## src/rtl/ddr_tester_pkg.sv

```systemverilog
// Shared types and constants for the DDR memory tester.
package ddr_tester_pkg;

  // Tester FSM states
  typedef enum logic [2:0] {
    StIdle,
    StWaitCal,
    StWrBurst,
    StRdReq,
    StRdData,
    StFinish,
    StCalFail
  } state_e;

  // Data pattern selection
  typedef enum logic [1:0] {
    ModeAddr = 2'd0,
    ModeWalk = 2'd1,
    ModeLfsr = 2'd2,
    ModeInv  = 2'd3
  } mode_e;

  // Galois tap mask for x^32 + x^22 + x^2 + x + 1 (right-shifting form)
  localparam logic [31:0] LFSR_POLY = 32'h8020_0003;

  // Mixed into the word address so that address 0 does not seed an all-zero LFSR
  localparam logic [31:0] LFSR_SEED_MIX = 32'hACE1_5EED;

  // One Galois LFSR step
  function automatic logic [31:0] lfsr_step(input logic [31:0] s);
    lfsr_step = s[0] ? ((s >> 1) ^ LFSR_POLY) : (s >> 1);
  endfunction

endpackage

```

## src/rtl/ddr_tester_patgen.sv

```systemverilog
// Word-address to test-data pattern generator. Purely combinational.
// Build option TESTER_LFSR_EN: mode 2 produces a replicated 32-bit LFSR word;
// without it, mode 2 falls back to the address-as-data pattern.
module ddr_tester_patgen
  import ddr_tester_pkg::*;
#(
  parameter int unsigned DATA_W = 64,
  parameter int unsigned ADDR_W = 25
) (
  input  logic [ADDR_W-1:0] addr,
  input  mode_e             mode,
  output logic [DATA_W-1:0] data
);

  logic [DATA_W-1:0] addr_ext;
  logic [31:0]       addr32;
  logic [31:0]       bit_idx;
  logic [DATA_W-1:0] walk;

  assign addr_ext = DATA_W'(addr);
  assign addr32   = 32'(addr);
  assign bit_idx  = addr32 % DATA_W;
  assign walk     = DATA_W'(1) << bit_idx;

`ifdef TESTER_LFSR_EN
  logic [31:0]       lfsr_word;
  logic [DATA_W-1:0] lfsr_data;

  assign lfsr_word = lfsr_step(addr32 ^ LFSR_SEED_MIX);

  // Replicate the 32-bit LFSR word across the full data width
  always_comb begin
    lfsr_data = '0;
    for (int i = 0; i < DATA_W; i++) begin
      lfsr_data[i] = lfsr_word[i % 32];
    end
  end
`endif

  // Select the pattern for this word address
  always_comb begin
    data = addr_ext;
    unique case (mode)
      ModeAddr: data = addr_ext;
      ModeWalk: data = walk;
`ifdef TESTER_LFSR_EN
      ModeLfsr: data = lfsr_data;
`else
      ModeLfsr: data = addr_ext;
`endif
      ModeInv:  data = ~addr_ext;
    endcase
  end

endmodule

```

## src/rtl/ddr_mem_tester.sv

```systemverilog
// Avalon-MM burst memory tester for an EMIF DDR controller: writes a pattern
// over a burst-aligned region, reads it back one burst at a time and counts
// mismatching words. Build option TESTER_LFSR_EN enables the LFSR pattern.
module ddr_mem_tester
  import ddr_tester_pkg::*;
#(
  parameter int unsigned DATA_W    = 64,
  parameter int unsigned ADDR_W    = 25,
  parameter int unsigned BURST_LEN = 4,
  parameter int unsigned ERR_W     = 32
) (
  input  logic                         clk_clk,
  input  logic                         reset_reset,
  input  logic                         start,
  input  logic [1:0]                   mode,
  input  logic [ADDR_W-1:0]            base_addr,
  input  logic [ADDR_W-1:0]            num_bursts,
  input  logic                         local_init_done,
  input  logic                         local_cal_success,
  input  logic                         local_cal_fail,
  output logic [ADDR_W-1:0]            avm_address,
  output logic                         avm_write,
  output logic                         avm_read,
  output logic [DATA_W-1:0]            avm_writedata,
  output logic [DATA_W/8-1:0]          avm_byteenable,
  output logic [$clog2(BURST_LEN):0]   avm_burstcount,
  input  logic                         avm_waitrequest,
  input  logic [DATA_W-1:0]            avm_readdata,
  input  logic                         avm_readdatavalid,
  output logic                         busy,
  output logic                         done,
  output logic                         pass,
  output logic [ERR_W-1:0]             err_count,
  output logic [ADDR_W-1:0]            first_err_addr,
  output logic [3:0]                   status_pio
);

  localparam int unsigned         BEAT_W     = $clog2(BURST_LEN) + 1;
  localparam logic [BEAT_W-1:0]   LAST_BEAT  = BEAT_W'(BURST_LEN - 1);
  localparam logic [BEAT_W-1:0]   BEAT_ONE   = BEAT_W'(1);
  localparam logic [ADDR_W-1:0]   ADDR_ONE   = ADDR_W'(1);
  localparam logic [ADDR_W-1:0]   BURST_STEP = ADDR_W'(BURST_LEN);
  localparam logic [ERR_W-1:0]    ERR_ONE    = ERR_W'(1);

  state_e              state_q;
  mode_e               mode_q;
  logic [ADDR_W-1:0]   base_q;
  logic [ADDR_W-1:0]   num_q;
  logic [ADDR_W-1:0]   burst_cnt_q;
  logic [BEAT_W-1:0]   beat_q;
  logic [ADDR_W-1:0]   wr_word_q;
  logic [ADDR_W-1:0]   rd_word_q;

  logic [ADDR_W-1:0]   wr_pat_addr;
  logic [DATA_W-1:0]   wr_pat_data;
  logic [DATA_W-1:0]   exp_data;
  logic                wr_accept;
  logic                rd_accept;
  logic                last_burst;
  logic                err_inc;
  logic [ERR_W-1:0]    err_next;

  assign avm_byteenable = '1;
  assign avm_burstcount = ($clog2(BURST_LEN) + 1)'(BURST_LEN);
  assign status_pio     = {pass, done, local_cal_fail, local_cal_success};

  assign wr_accept  = avm_write & ~avm_waitrequest;
  assign rd_accept  = avm_read & ~avm_waitrequest;
  assign last_burst = (burst_cnt_q == (num_q - ADDR_ONE));

  // Write data is registered one word ahead: the first word on entry, else the next word
  assign wr_pat_addr = (state_q == StWrBurst) ? (wr_word_q + ADDR_ONE) : base_q;

  ddr_tester_patgen #(
    .DATA_W (DATA_W),
    .ADDR_W (ADDR_W)
  ) u_wr_patgen (
    .addr (wr_pat_addr),
    .mode (mode_q),
    .data (wr_pat_data)
  );

  ddr_tester_patgen #(
    .DATA_W (DATA_W),
    .ADDR_W (ADDR_W)
  ) u_exp_patgen (
    .addr (rd_word_q),
    .mode (mode_q),
    .data (exp_data)
  );

  // Error accounting for the current read beat, saturating at all ones
  always_comb begin
    err_inc  = (state_q == StRdData) && avm_readdatavalid && (avm_readdata != exp_data);
    err_next = err_count;
    if (err_inc && (err_count != '1)) begin
      err_next = err_count + ERR_ONE;
    end
  end

  // Tester FSM with registered Avalon and status outputs
  always_ff @(posedge clk_clk or posedge reset_reset) begin
    if (reset_reset) begin
      state_q        <= StIdle;
      mode_q         <= ModeAddr;
      base_q         <= '0;
      num_q          <= '0;
      burst_cnt_q    <= '0;
      beat_q         <= '0;
      wr_word_q      <= '0;
      rd_word_q      <= '0;
      avm_address    <= '0;
      avm_write      <= 1'b0;
      avm_read       <= 1'b0;
      avm_writedata  <= '0;
      busy           <= 1'b0;
      done           <= 1'b0;
      pass           <= 1'b0;
      err_count      <= '0;
      first_err_addr <= '0;
    end else begin
      case (state_q)
        StIdle: begin
          if (start) begin
            state_q        <= StWaitCal;
            mode_q         <= mode_e'(mode);
            base_q         <= base_addr;
            num_q          <= num_bursts;
            err_count      <= '0;
            first_err_addr <= '0;
            done           <= 1'b0;
            pass           <= 1'b0;
            busy           <= 1'b1;
          end
        end

        StWaitCal: begin
          if (local_cal_fail) begin
            state_q <= StCalFail;
            done    <= 1'b1;
            pass    <= 1'b0;
          end else if (num_q == '0) begin
            // Nothing to test: report success without touching memory
            state_q <= StFinish;
            done    <= 1'b1;
            pass    <= 1'b1;
            busy    <= 1'b0;
          end else if (local_init_done && local_cal_success) begin
            state_q       <= StWrBurst;
            avm_write     <= 1'b1;
            avm_address   <= base_q;
            wr_word_q     <= base_q;
            avm_writedata <= wr_pat_data;
            beat_q        <= '0;
            burst_cnt_q   <= '0;
          end
        end

        StWrBurst: begin
          if (wr_accept) begin
            if (beat_q == LAST_BEAT) begin
              beat_q <= '0;
              if (last_burst) begin
                state_q     <= StRdReq;
                avm_write   <= 1'b0;
                avm_read    <= 1'b1;
                avm_address <= base_q;
                burst_cnt_q <= '0;
              end else begin
                burst_cnt_q   <= burst_cnt_q + ADDR_ONE;
                avm_address   <= avm_address + BURST_STEP;
                wr_word_q     <= wr_word_q + ADDR_ONE;
                avm_writedata <= wr_pat_data;
              end
            end else begin
              beat_q        <= beat_q + BEAT_ONE;
              wr_word_q     <= wr_word_q + ADDR_ONE;
              avm_writedata <= wr_pat_data;
            end
          end
        end

        StRdReq: begin
          if (rd_accept) begin
            state_q   <= StRdData;
            avm_read  <= 1'b0;
            beat_q    <= '0;
            rd_word_q <= avm_address;
          end
        end

        StRdData: begin
          if (avm_readdatavalid) begin
            err_count <= err_next;
            // A saturating counter never returns to zero, so zero marks "no error yet"
            if (err_inc && (err_count == '0)) begin
              first_err_addr <= rd_word_q;
            end
            rd_word_q <= rd_word_q + ADDR_ONE;
            if (beat_q == LAST_BEAT) begin
              beat_q <= '0;
              if (last_burst) begin
                state_q <= StFinish;
                done    <= 1'b1;
                pass    <= (err_next == '0);
                busy    <= 1'b0;
              end else begin
                state_q     <= StRdReq;
                burst_cnt_q <= burst_cnt_q + ADDR_ONE;
                avm_address <= avm_address + BURST_STEP;
                avm_read    <= 1'b1;
              end
            end else begin
              beat_q <= beat_q + BEAT_ONE;
            end
          end
        end

        StFinish: begin
          state_q <= StIdle;
        end

        StCalFail: begin
          state_q <= StIdle;
          busy    <= 1'b0;
        end

        default: begin
          state_q <= StIdle;
        end
      endcase
    end
  end

endmodule

```

## config.mk

```make
export PLATFORM = sky130hd
export DESIGN_NAME = ddr_mem_tester
export DESIGN_NICKNAME = d
export VERILOG_FILES = /design/src/rtl/ddr_tester_pkg.sv /design/src/rtl/ddr_tester_patgen.sv /design/src/rtl/ddr_mem_tester.sv
export SDC_FILE = /design/constraint.sdc
export NUM_CORES = 1
export LEC_CHECK = 0
export ABC_AREA = 1
export CAP_MARGIN = 0
export CORE_MARGIN = 2
export CORE_UTILIZATION = 50
export DETAILED_ROUTE_END_ITERATION = 8
export PLACE_DENSITY = 0.85
export SLEW_MARGIN = 30
export SYNTH_ARGS = -nofsm -noshare
export SYNTH_HDL_FRONTEND = slang
export SYNTH_SLANG_ARGS = --single-unit
```

## constraint.sdc

```tcl
create_clock -name clk_clk -period 8.7 [get_ports clk_clk]
set_input_delay 0.87 -clock clk_clk [delete_from_list [all_inputs] [get_ports clk_clk]]
set_output_delay 0.87 -clock clk_clk [all_outputs]
set_load 0.02 [all_outputs]
```

==> results, run 1 <==
- Setup repair after global routing left no endpoint under its margin.
- For this run, the detailed router's first-pass iteration total came to 8.
- The category of the worst setup path launch point is a flip-flop.
- The remaining max-slew budget at the tightest pin is 35.5%.
- The run finished with clean final reports.
- The total number of vias is 19973.
- The final core utilization is 61.1%.
- The number of antenna diodes in the final layout is 0.
- Summed over all cells, the static leakage comes to roughly 0.011 uW.
- The count of final hold-check violations is 0.
- Cells with a size suffix above 1 make up 4.03% of the layout.
- Across the VDD grid, the largest voltage drop is 0.247 mV.
- The detailed-routed wire length on met2 is 27900 um.
- The mean instance size in the synthesized netlist is 6.75 um^2.
- The number of unique standard cell types used by synthesis is 56.
- Summed over all layers, the routed wires come to around 61000 um.
- Once the clock tree was built, the resizer swapped 0 gates to a different size.
- The max-cap violation count is 0.
- Counting along the longest clock path gives a buffer depth of 3.
- The initial antenna violation count is 0.
- The clock latency on the worst-skew pair is around 0.6 ns.
- The predominant post-synthesis flop cell is dfrtp_1.
- Data arrives at the worst endpoint at 5.56 ns.
- The routability congestion estimate from global placement is around 0.97.
- The category of the worst setup path capture point is a flip-flop.
- Summing the areas of all compound-gate instances in the mapped netlist gives roughly an eighth of the synthesized area.
- The portion of the post-synthesis area used by sequential elements is between 30% and 40%.
- STA puts the critical path data required time at 9.19 ns.
- The critical register-to-register path startpoint is mode_q[0]$_DFFE_PP0P_.
- After synthesis the cells add up to 19100 um^2.
- The TritonCTS clock tree is done.
- Entering global routing, the biggest net connects 89 pins.
- Relative to the synthesized area, the layout overhead comes to 20.3%.
- After clock tree synthesis, the clock-pin slew on the worst setup and hold paths is roughly 0.070 ns.
- Clock skew on the completed layout was measured at around 0.035 ns.
- The initial standard-cell utilization of the core is 50.8%.
- The maximum frequency from static timing analysis is 0.197 GHz.
- Row generation in the floorplan step produced 71 rows.
- Buffers added to address setup during post-CTS repair amount to 0.
- The smallest clock period supported by the final layout is computed as 5.07 ns.
- The final total negative setup slack is 0 ns.
- The number of input and output port buffers inserted is 278.
- The count of flip-flops with a built-in enable after synthesis is 0.
- Walking the worst path, the cells encountered are inv_2, nor2_4, nand2_1, nand3_1, nand2_1, nand2_1, nor2_1, nand2_1, nor2_1, nand2_1, nor2_1, nand2_1, nand3_2, nand2_1, nand2_1, nor2_1, nand2_1, nor2_1, nand2_1, nor2_1, nand2_1, a21oi_1.
- The I/O pin count is 290.
- In this run, synthesis produced a sequential element count of approximately 280.
- The cell occurring most often along the worst timing path is nand2_1.
- After synthesis, the largest family of logic cells by area is simple AND/OR/NAND/NOR gates.
- For this block, wires on met1 add up to 26100 um.
- The worst register-to-register path ends at pass$_DFFE_PP0P_.
- The routed length on met3 is slightly above 5000 um.
- The die covers 39800 um^2.
- The launch point of the worst path is mode_q[0]$_DFFE_PP0P_.
- The mux cell area share after synthesis is less than 1%.
- The path depth of the worst reg2reg path is 22.
- The root buffer cell chosen for the clock tree is clkbuf_16.
- Summing the areas of all fa, ha and maj instances in the mapped netlist gives less than 1% of the synthesized area.
- The xor-xnor portion of the synthesized cell area is roughly 5.0%.
- The highest signal layer in the routed design is met4.
- The overall overflow remaining after global route is 0.
- The sum of net half-perimeters after detailed placement is about 45000 um.
- The clock buffer count from CTS is 31.
- The slew at the pin with the worst max-slew slack is 0.965 ns.
- The total core area is around 38000 um^2.
- The number of clock sinks is 284.
- The number of nets in the final layout is roughly 3200.
- The first global-routing pass estimated about 97000 um of wire.
- The final clock period utilization by the worst path is 58.2%.
- The critical path in this run is classified as flip-flop to flip-flop.
- The count of final max-slew check failures was 0.
- The residual DRC count is 0.
- Of all flip-flops after synthesis, the portion carrying an async set or reset was between 90% and 100%.
- The critical path's largest stage delay is slightly above 0.8 ns.
- The number of hold buffers added after CTS is 0.
- Following the worst setup path forward leads to its endpoint at pass$_DFFE_PP0P_.
- The total of endpoints with negative setup slack in the final report is 0.
- The number of global-route vias before repair is roughly 19000.
- Dividing the detail-routed wire length by the instance count gives roughly 17 um.
- The x dimension of the die is 200 um.
- The cell count after synthesis is 2835.
- The slowest stage of the critical path belongs to the cell nand3_2.
- In the routed layout, each cell is associated on average with a via count of 5.60.
- The violation count after the first detailed-routing iteration is 1835.
- For this design the ratio of total power to cell area is 336 nW/um^2.
- CTS built an H-tree with a depth of 1.
- The remaining antenna violation count after routing is 0.
- The warning count from the yosys run is 0.
- The slack of the worst reg-to-reg path is around 3.6 ns.
- The worst hold path belongs to the class flip-flop to flip-flop.
- The total routing usage reported by global routing is 30.4%.
- Of all nets on the critical path, the largest fanout is 42.
- The floorplan die height is 200 um.
- The simple logic cell fraction of the synthesized area is 34.2%.
layout by cell type, fill, tap and decap left out, types with 3 or more instances in the layout:
cell,n
bufinv_16,3
o21ai_1,30
nor2_2,10
nand2_1,887
inv_2,16
nand3_2,3
clkbuf_16,31
nor2_4,3
nand3b_1,17
nand4_1,52
clkbuf_8,6
o21ai_0,228
nand2_2,4
buf_4,15
xor2_1,91
nor2_1,322
nor3_2,3
or2_2,9
ha_1,14
a21oi_1,64
nor4_1,22
o31ai_1,4
o21bai_1,15
nor3_1,44
a22oi_1,14
dfrtp_1,284
nand3_1,174
clkinv_2,7
inv_1,257
xnor2_1,18
a21boi_0,3
conb_1,11
o211ai_1,15
o22ai_1,29
clkbuf_1,5
o21a_1,3
a31oi_1,29
clkdlybuf4s50_1,278
cell type report:
cell class,count,area (um^2)
Multi-Input combinational cell,2143,10300
Inverter,276,1040
Fill cell,3475,14700
Clock buffer,42,877
Clock inverter,14,159
Tap cell,511,639
Sequential cell,284,7110
Timing Repair Buffer,295,2930
Yosys cell counts, types with 4 or more instances:
| library cell | count | area share, % |
|---|---|---|
| xor2_1 | 91 | 4.2 |
| o211ai_1 | 15 | 0.59 |
| nand3_1 | 174 | 4.6 |
| nor4_1 | 22 | 0.72 |
| o21ai_0 | 229 | 6.0 |
| buf_1 | 8 | 0.16 |
| nor2_2 | 8 | 0.26 |
| inv_1 | 260 | 5.1 |
| buf_6 | 13 | 0.77 |
| nor3_1 | 44 | 1.2 |
| nand3b_1 | 17 | 0.67 |
| or2_2 | 9 | 0.29 |
| a22oi_1 | 14 | 0.55 |
| a21oi_1 | 64 | 1.7 |
| buf_4 | 29 | 1.1 |
| ha_1 | 14 | 0.92 |
| nand2_1 | 889 | 17 |
| nor2_1 | 324 | 6.4 |
| clkbuf_1 | 60 | 1.2 |
| o21ai_1 | 30 | 0.78 |
| xnor2_1 | 18 | 0.82 |
| a31oi_1 | 29 | 0.95 |
| buf_2 | 31 | 0.81 |
| dfrtp_1 | 284 | 37 |
| nand4_1 | 52 | 1.7 |
| inv_2 | 13 | 0.26 |
| o31ai_1 | 4 | 0.16 |
| o22ai_1 | 29 | 0.95 |
| o21bai_1 | 15 | 0.59 |
cells by family after synthesis:
| kind of cell | Yosys count |
|---|---|
| other | 2 |
| AO/OA/AOI/OAI | 448 |
| AND/OR/NAND/NOR | 1559 |
| buffers and inverters | 417 |
| adder cells (fa/ha/maj) | 14 |
| flip-flops | 284 |
| multiplexers | 2 |
| XOR/XNOR | 109 |
where the power goes:
group | switching [uW] | internal (uW)
logic | 2650 | 1370
clock network | 569 | 792
registers | 536 | 1800
per-layer routing:
metal | global-route usage, % | vias to the layer above
met3 | 4.15 | 152
met4 | 11.3 | 0
met2 | 48.7 | 968
met1 | 42.1 | 9312
met5 | 0 | -
li1 | - | 9541
how the worst min path moves through the flow:
stage                                  startpoint                             to  slack (ns)  cells after the start
CTS                              busy$_DFFE_PP0P_               busy$_DFFE_PP0P_        0.48                      2
floorplan                wr_word_q[9]$_DFFE_PP0P_       wr_word_q[9]$_DFFE_PP0P_        0.45                      2
global route        avm_writedata[10]$_DFFE_PP0P_  avm_writedata[10]$_DFFE_PP0P_        0.51                      2
detailed placement               busy$_DFFE_PP0P_               busy$_DFFE_PP0P_        0.47                      2
finish                           busy$_DFFE_PP0P_               busy$_DFFE_PP0P_        0.48                      2
global placement                 busy$_DFFE_PP0P_               busy$_DFFE_PP0P_        0.46                      2
state kept, by name, summed over array words and instances, names as in the netlist:
name,count
busy,1
avm_write,1
rd_word_q,25
mode_q,2
num_q,25
avm_read,1
wr_word_q,25
done,1
pass,1
first_err_addr,25
state_q,3
base_q,25
avm_address,25
err_count,32
burst_cnt_q,25
beat_q,3
avm_writedata,64
critical path, delay by kind of cell, from the launching register on:
kind / cells / cell delay (ns)
flops: 1 / 0.74
buf+inv: 1 / 0.46
simple gates: 20 / 3.62
compound gates: 1 / 0.12
per-stage QoR:
stage | hold slack, ns | area (um^2) | instances | worst slack [ns] | power (uW)
global route | 0.512 | 23000 | 3565 | 3.10 | 8290
floorplan | 0.453 | 19200 | 2844 | 4.07 | 5000
global placement | 0.462 | 21900 | 3508 | 3.98 | 6160
CTS | 0.482 | 23000 | 3564 | 3.73 | 7680
detailed placement | 0.466 | 22000 | 3508 | 3.75 | 6280
finish | 0.480 | 23000 | 3565 | 3.63 | 7730
Power figures use the tool's default switching activity.
==> inputs of run 2 (changes only) <==
--- a/config.mk
+++ b/config.mk
@@ -10,7 +10,7 @@
 export CORE_MARGIN = 2
 export CORE_UTILIZATION = 50
 export DETAILED_ROUTE_END_ITERATION = 8
-export PLACE_DENSITY = 0.85
+export PLACE_DENSITY = 0.82
 export SLEW_MARGIN = 30
 export SYNTH_ARGS = -nofsm -noshare
 export SYNTH_HDL_FRONTEND = slang
==> constraint.sdc (replaced) <==
create_clock -name clk_clk -period 4.9 [get_ports clk_clk]
set_input_delay 0.49 -clock clk_clk [delete_from_list [all_inputs] [get_ports clk_clk]]
set_output_delay 0.49 -clock clk_clk [all_outputs]
set_load 0.02 [all_outputs]
==> run 2 against run 1 <==
Register-to-register slack worse by 2.9 ns. Die area stayed put. Power is 80% higher. First-iteration DRC count is 4.2% lower. Critical endpoint unchanged. Largest cell class unchanged. Largest power group unchanged. Highest routed layer unchanged.
==> results, run 2 (same netlist as run 1, synthesis figures left out) <==
- The number of global-route vias before repair is ~18000.
- The number of hold buffers added after CTS is 0.
- The TritonCTS clock tree is done.
- The tool flagged a number of max-cap violations equal to 0.
- The largest buffer count on any clock path is 3.
- The residual DRC count is 0.
- In the routed layout, each cell is associated on average with a via count of 5.55.
- The critical path starts at mode_q[1]$_DFFE_PP0P_.
- The category of the worst setup path launch point is a flip-flop.
- The critical path is of the flip-flop to flip-flop type.
- Power spread over the standard cell area amounts to between 500 and 600 nW/um^2.
- The overall overflow remaining after global route is 0.
- The total number of vias is 19861.
- The kind of cell adding the most delay to the critical path is simple AND/OR/NAND/NOR gates.
- The floorplan has 71 rows.
- Measured along the y axis, the die boundary spans 200 um.
- The number of nets in the final layout is 3180.
- The growth of design area from synthesis to finish is 21.5%.
- The total power of the final layout is 13900 uW.
- Entering global routing, the biggest net connects 168 pins.
- The floorplan step set the die width to 200 um.
- The number of buffers and inverters on the critical path is 2.
- The count of final hold-check violations is 0.
- The remaining max-slew budget at the tightest pin is ~36%.
- For this design, the sink count on the clock tree is 284.
- Across every metal layer, demand over resource in global routing totals between 30% and 40%.
- The remaining antenna violation count after routing is 0.
- The total of endpoints with negative setup slack in the final report is 0.
- The instance area after placement is 22000 um^2.
- Setup repair after global routing left no endpoint under its margin.
- The root buffer cell chosen for the clock tree is clkbuf_16.
- The flow ran to the end, and the final reports show no timing, DRC or antenna violations.
- The number of antenna repair diodes is 0.
- The total core area is 37700 um^2.
- The initial standard-cell utilization of the core is 50.8%.
- The worst endpoint data arrival time is 4.67 ns.
- By instance count, the cell type seen most on the critical path is nand2_1.
- The type of the tightest min-delay check is input port to asynchronous set/reset pin.
- The leakage power total is 0.0107 uW.
- The slew at the pin with the worst max-slew slack is 0.956 ns.
- The first global-routing pass estimated approximately 96000 um of wire.
- The largest registers in the layout are avm_writedata: 64 flops, err_count: 32 flops.
- The post-route worst hold slack is 0.424 ns.
- In the layout the commonest cells are nand2_1, nor2_1, dfrtp_1.
- The die covers about 40000 um^2.
- Clock tree synthesis inserted a total of 34 buffers.
- The maximum frequency from static timing analysis is between 0.2 and 0.25 GHz.
- Once layout is done, the placed cells without fillers occupy approximately 23000 um^2.
- Cells fill 61.7% of the core in the end.
- Data on the critical path is required at its endpoint by approximately 5.4 ns.
- The most common cell after layout, fill and taps aside is nand2_1.
- The count of final max-slew check failures came to 0.
- The critical register-to-register path startpoint is mode_q[1]$_DFFE_PP0P_.
- The sum of net half-perimeters after detailed placement is between 40000 and 50000 um.
- After clock tree synthesis, the clock-pin slew on the worst setup and hold paths is around 0.06 ns.
- The I/O pin count is a little under 300.
- The post-route netlist has under 10% of its cells at a drive strength greater than 1.
- The clock latency on the worst-skew pair is 0.56 ns.
- In this run, post-CTS repair resized a total of 0 instances.
- The post-detailed-route wirelength per cell is around 17 um.
- The critical path's largest stage delay is ~0.70 ns.
- The final clock period utilization by the worst path is 85.8%.
- The largest voltage drop on the vdd net is 0.401 mV.
- At the end of routability-driven placement, the weighted congestion stood at 0.939.
- The number of input and output port buffers inserted is 278.
- The number of flip-flops under the largest register name is 64.
- The critical path goes through nand2_2, inv_2, a21oi_1, nand2_1, nand2_1, nand2_1, nor2_1, nand2_1, nor2_1, nand2_1, nor2_1, nand2_1, nand3_2, buf_4, nand2_1, nand2_1, nor2_1, nand2_1, nor2_1, nand2_1, nor2_1, nand2_1, a21oi_1.
- The number of buffers added for setup after CTS is 0.
- The number of levels in the clock H-tree is 2.
- The register with the most flip-flops in the final layout is avm_writedata.
- The slack of the worst reg-to-reg path is 0.69 ns.
- The violation count after the first detailed-routing iteration is 1758.
- The wire length reported by the detailed router is 61100 um.
- The first detailed-routing pass ran for 6 iterations.
- The worst path needs about 4.2 ns of the cycle, external delays included.
- Summed over all failing endpoints, the final setup total negative slack is 0 ns.
- Among all stages on the critical path, the largest delay is contributed by dfrtp_1.
- The setup skew after layout is between 0.02 and 0.03 ns.
- The critical-path maximum fanout is 33.
- The category of the worst setup path capture point is a flip-flop.
- The initial antenna violation count is 1.
[run 2: cell count changes in the layout (fill, tap and decap cells not counted), moves of 2 or more]
cell       previous run  this run
buf_4                15        21
clkbuf_16            31        34
buf_12                1         3
clkinv_16             0         3
clkbuf_1              5         7
[run 2: layer usage]
layer / share of wire, % / vias to the layer above / global-route usage, %
li1: - / 9579 / -
met4: 3.4 / 0 / 10.8
met3: 7.7 / 126 / 4.05
met2: 46 / 851 / 48.9
met1: 43 / 9305 / 42.1
met5: 0 / - / 0
[run 2: final cells by class]
class                   instances  area [um^2]
well taps                     511          639
inverters                     276         1040
clock buffers                  47          960
fillers                      3482        14400
repair buffers                303         3030
clock inverters                13          198
flip-flops and latches        284         7110
multi-input cells            2143        10300
[run 2: tightest hold or removal path, delay by kind of cell]
kind     cells  cell delay (ns)
buf+inv      3             0.88
[run 2: per-stage QoR]
step | cells | setup slack [ns]
floorplan | 2844 | 0.647
global placement | 3516 | 0.922
detailed placement | 3516 | 0.793
CTS | 3576 | 0.785
global route | 3577 | 0.198
finish | 3577 | 0.694
[run 2: path summary, 6_finish.rpt]
| kind | end | depth (start not counted) |
|---|---|---|
| worst max-delay path | pass$_DFFE_PP0P_ | 23 |
| worst min-delay path | done$_DFFE_PP0P_ | 3 |
| worst max register to register | pass$_DFFE_PP0P_ | 23 |
| worst min register to register | avm_writedata[10]$_DFFE_PP0P_ | 2 |
| max in group asynchronous | avm_address[9]$_DFFE_PP0P_ | 4 |
| min in group clk_clk | num_q[18]$_DFFE_PP0P_ | 3 |
[run 2: where the power goes]
part / internal (uW) / leakage, uW / switching, uW
sequential: 3200 / 0.00366 / 925
combinational: 2490 / 0.00645 / 4730
clock: 1500 / 0.000565 / 1080
